<file path="config.mk">
export PLATFORM = sky130hd
export DESIGN_NAME = tt_pg_seq
export DESIGN_NICKNAME = d
export VERILOG_FILES = /design/src/rtl/tt_pg_seq.sv
export SDC_FILE = /design/constraint.sdc
export NUM_CORES = 1
export LEC_CHECK = 0
export ABC_AREA = 0
export ABC_CLOCK_PERIOD_IN_PS = 1500
export CORE_MARGIN = 5
export CORE_UTILIZATION = 49
export DETAILED_ROUTE_END_ITERATION = 12
export GPL_TIMING_DRIVEN = 0
export PLACE_DENSITY = 0.74
export SLEW_MARGIN = 20
export SYNTH_ARGS = -nofsm -noshare
export SYNTH_HDL_FRONTEND = slang
export SYNTH_SLANG_ARGS = --single-unit
</file>
<file path="constraint.sdc">
create_clock -name clk -period 1.5 [get_ports clk]
set_clock_uncertainty 0.1 [all_clocks]
set_input_delay 0.45 -clock clk [delete_from_list [all_inputs] [get_ports clk]]
set_output_delay 0.45 -clock clk [all_outputs]
set_load 0.05 [all_outputs]
</file>
<file path="src/rtl/tt_pg_seq.sv">
// ============================================================================
// tt_pg_seq : power-gating sequencer (switch ramp, isolation, reset ordering)
// Optional ramp abort selected by macro TT_PG_SEQ_ABORT_EN.   Rev 1.0
// ============================================================================
`default_nettype none

module tt_pg_seq #(
  parameter int N_SW      = 4,
  parameter int STAGE_DLY = 8,
  parameter int RST_DLY   = 4
) (
  input  logic            clk,
  input  logic            rst,
  input  logic            req_on,
  output logic [N_SW-1:0] pg_ctrl,
  output logic            iso_n,
  output logic            prj_rst_n,
  output logic            pwr_good,
  output logic            busy
);

  localparam int MAX_DLY = (STAGE_DLY > RST_DLY) ? STAGE_DLY : RST_DLY;
  localparam int CNT_W   = (MAX_DLY > 1) ? $clog2(MAX_DLY) : 1;
  localparam logic [CNT_W-1:0] STG_LOAD = CNT_W'(STAGE_DLY - 1);
  localparam logic [CNT_W-1:0] RST_LOAD = CNT_W'(RST_DLY - 1);
  localparam logic [N_SW-1:0]  PG_ONE   = N_SW'(1);

  typedef enum logic [2:0] {
    S_OFF      = 3'd0,
    S_RAMP     = 3'd1,
    S_ISO_WAIT = 3'd2,
    S_ON       = 3'd3,
    S_RST_WAIT = 3'd4,
    S_CUT      = 3'd5
  } state_t;

  state_t            state, state_nx;
  logic [CNT_W-1:0]  cnt, cnt_nx;
  logic [N_SW-1:0]   pg_nx;
  logic              iso_nx, rstn_nx, pwr_nx, busy_nx;

  always_ff @(posedge clk) begin
    if (rst) begin
      state     <= S_OFF;
      cnt       <= '0;
      pg_ctrl   <= '0;
      iso_n     <= 1'b0;
      prj_rst_n <= 1'b0;
      pwr_good  <= 1'b0;
      busy      <= 1'b0;
    end else begin
      state     <= state_nx;
      cnt       <= cnt_nx;
      pg_ctrl   <= pg_nx;
      iso_n     <= iso_nx;
      prj_rst_n <= rstn_nx;
      pwr_good  <= pwr_nx;
      busy      <= busy_nx;
    end
  end

  always_comb begin
    state_nx = state;
    cnt_nx   = cnt;
    pg_nx    = pg_ctrl;
    iso_nx   = iso_n;
    rstn_nx  = prj_rst_n;

    case (state)
      S_OFF: begin
        pg_nx   = '0;
        iso_nx  = 1'b0;
        rstn_nx = 1'b0;
        cnt_nx  = '0;
        if (req_on) begin
          state_nx = S_RAMP;
          pg_nx    = PG_ONE;
          cnt_nx   = STG_LOAD;
        end
      end

      S_RAMP: begin
`ifdef TT_PG_SEQ_ABORT_EN
        if (!req_on) begin
          state_nx = S_CUT;
          iso_nx   = 1'b0;
        end else
`endif
        if (cnt == '0) begin
          // Segments close strictly in order; isolation lifts only once all are closed.
          if (&pg_ctrl) begin
            state_nx = S_ISO_WAIT;
            iso_nx   = 1'b1;
            cnt_nx   = RST_LOAD;
          end else begin
            pg_nx  = (pg_ctrl << 1) | PG_ONE;
            cnt_nx = STG_LOAD;
          end
        end else begin
          cnt_nx = cnt - CNT_W'(1);
        end
      end

      S_ISO_WAIT: begin
`ifdef TT_PG_SEQ_ABORT_EN
        if (!req_on) begin
          state_nx = S_CUT;
          iso_nx   = 1'b0;
        end else
`endif
        if (cnt == '0) begin
          state_nx = S_ON;
          rstn_nx  = 1'b1;
        end else begin
          cnt_nx = cnt - CNT_W'(1);
        end
      end

      S_ON: begin
        if (!req_on) begin
          state_nx = S_RST_WAIT;
          rstn_nx  = 1'b0;
          cnt_nx   = RST_LOAD;
        end
      end

      S_RST_WAIT: begin
        if (cnt == '0) begin
          state_nx = S_CUT;
          iso_nx   = 1'b0;
        end else begin
          cnt_nx = cnt - CNT_W'(1);
        end
      end

      S_CUT: begin
        state_nx = S_OFF;
        pg_nx    = '0;
        iso_nx   = 1'b0;
        rstn_nx  = 1'b0;
        cnt_nx   = '0;
      end

      default: begin
        state_nx = S_OFF;
        pg_nx    = '0;
        iso_nx   = 1'b0;
        rstn_nx  = 1'b0;
        cnt_nx   = '0;
      end
    endcase

    pwr_nx  = (state_nx == S_ON);
    busy_nx = (state_nx != S_ON) && (state_nx != S_OFF);
  end

endmodule

`default_nettype wire

</file>
==> metrics.txt <==
post-synth net total ~120; area of the mapped netlist roughly 950 um^2; Cell variety after synth 45; HPWL after DPL 1597 um; antenna violations before repair 0; sequential share of power 0.462; Fillers about 180; Net Sw Power between 0.2 and 0.3 mW; Worst Path Max Fanout 4; biggest cell delay along the critical path approximately 0.35 ns; top cells by area, synth dfxtp_1 30%, a21oi_1 5.3%, nor2_1 4.4%; critical path endpoint category output port; Congestion Overflow GR 0; first-pass GRT wire length roughly 3700 um; Cell Chain, Critical Path buf_2; vias in the first global route ~820; met1 Resource Use GR 0.2296; part of the Yosys area used for sequential elements 0.2955; fin crit share 0.9679; Cell Count, Final, Fillers Out between 150 and 200; width of the die about 54 um; share of cells above drive strength 1 0.3594; top-area cell type share of the netlist area 0.2955; pin count of the biggest net entering global routing 11; yosys warns 0; H-tree depth 1; Clk pin slew, worst setup/hold paths around 0.08 ns; final setup fails 0; Antenna Violating Nets Remaining 0; flops & latches, synth 14; power share of the combinational group 0.292; Nets about 140; clock sink total 14; Post-synth EDFFs 0; Hold Vio Cnt, Final 0; Antenna Cells 0; met2 Use GR 0.2722; CTS root buf clkbuf_4; mean area per synthesized cell 8.319 um^2; Inst Count DP 151; CP top delay family flip-flops; wire per inst between 10 and 15 um; Internal Power ~0.6 mW; final RePlAce weighted congestion a little under 0.9; RSZ-0062 raised after global routing false; async set-or-reset flop fraction in the synthesized netlist 0; met3 Track Usage GR 0.03601; worst slew pin tran slightly below 0.3 ns; fmax 688.8 MHz; area leader, netlist dfxtp_1; Routed Wire Length around 2200 um; kind of critical path reg -> out; synthesis-to-layout area growth 20.71%; Buf+Inv Stages, Crit Path 1; Power, Total 0.8715 mW; CTS Buffer Depth 2; multi-input combinational cell area 628.1 um^2; Worst EP arrival roughly 0.90 ns; Leakage 0.4444 nW; Die Area approximately 3000 um^2; fin crit period around 1.5 ns; number of remaining DRC errors 0; CTS tree done; Rel. slew slack 0.8041; Site Rows 16; busiest grt layer met2; Hold Path Class reg -> reg; clk_lat worst skew ~0.28 ns; Max Cap Viol 0; vias post-DR slightly above 900; First-pass DRT Iterations 4; Port Buffers 10; critical path's slowest cell dfxtp_2; status complete, no violations; vias per cell ~5.9; 1st-iter DRT viols 39; Die Y around 54 um; Reg area 287.8 um^2; I/O pin cnt 11; worst vdd ir between 0.6 and 0.7 mV; Sw Share 0.3163; most common flop cell mapped by yosys dfxtp_1; power density cells 761.2 nW/um^2; GRT Overall Usage 0.1780; CP required about 0.95 ns; Starting Density 0.4987; core footprint about 1900 um^2; Num CTS Buffers 3; Pins Over Slew Limit 0; Startpoint Class flip-flop; Syn Inst Count approximately 110; Clk network pwr share 0.247
## kinds of logic (layout without fill, tap and decap cells)
| kind of cell | count (synthesis) | after routing | synth area share |
|---|---|---|---|
| and+or+nand+nor | 40 | 40 | 0.2362 |
| adders and majority gates | 2 | 2 | 0.02638 |
| xor gates and xnor gates | 3 | 3 | 0.03563 |
| buffers and inverters | 15 | 29 | 0.09498 |
| AOI/OAI and AO/OA | 40 | 40 | 0.3114 |
| DFF | 14 | 14 | 0.2955 |
## layer usage
layer,wire length [um],vias to the layer above
met1,1024,434
met2,1010,32
met3,125,5
li1,-,446
met4,47,0
met5,0,-
## cells in the final DEF, fill, tap and decap left out, types with 3 or more instances in the layout
cell      count
a31oi_1       3
clkbuf_4      5
buf_2         9
dfxtp_2       6
nor2_1        9
a22o_1        4
nand2_1       6
inv_1         3
o31ai_1       4
o21ai_0       4
nand3_1       4
dfxtp_1       8
a21oi_1       9
buf_4         4
buf_6         4
## what timing repair did
item / CTS / global route
setup buffers: 0 / 1
gates cloned: 0 / 0
hold endpoints to repair: 0 / 0
setup endpoints to repair: 18 / 13
hold buffers: 0 / 0
resized for setup: 48 / 14
pin swaps: 1 / 3
## flip-flops by register name (all words and copies together), names as in the netlist
register,count
prj_rst_n,1
iso_n,1
cnt,3
state,3
busy,1
pwr_good,1
pg_ctrl,4
## final cells by class
cell class                 instances  share of cell area
multi-input combinational         85              0.5486
sequential                        14              0.2514
buffer                            10             0.07432
timing repair buffer              11             0.06011
tap                               27             0.02951
clock buffer                       3             0.01967
inverter                           5             0.01639
## synth_stat cells (2+ instances only)
cell type,count
a21oi_1,10
a22o_1,4
a31oi_1,3
and2b_1,2
buf_2,3
buf_4,4
buf_6,2
dfxtp_1,14
ha_1,2
inv_1,5
nand2_1,6
nand2b_1,2
nand3_1,4
nor2_1,11
nor3_1,3
o21a_1,2
o21ai_0,4
o22ai_1,3
o31ai_1,4
## through the flow
stage,area [um^2],hold slack (ns),utilization,setup WS (ns),TNS [ns]
floorplan,953.4,0.3351,-,0.02953,0
global placement,1087,0.3484,0.5717,-0.4819,-5.814
detailed placement,1087,0.3473,0.5717,-0.4779,-5.920
CTS,1082,0.3627,0.5691,0.009900,0
global route,1145,0.3774,0.6020,0.0004460,0
finish,1145,0.3605,0.6020,0.04812,0
## path summary, 6_finish.rpt
| path | start | to | slack [ns] | cells past startpoint |
|---|---|---|---|---|
| setup / recovery | pg_ctrl[1] | pg_ctrl[1] | 0.05 | 1 |
| hold / removal | cnt[0] | cnt[0] | 0.36 | 2 |
| setup reg to reg | cnt[0] | cnt[1] | 0.06 | 7 |
| hold reg to reg | cnt[0] | cnt[0] | 0.36 | 2 |
## power groups by stage
stage	registers, mW	clock network (mW)	logic [mW]
finish	0.402	0.215	0.254
global route	0.405	0.247	0.277
CTS	0.401	0.222	0.223
detailed placement	0.408	0	0.223
global placement	0.407	0	0.221
floorplan	0.424	0	0.157
Power figures use the tool's default switching activity.
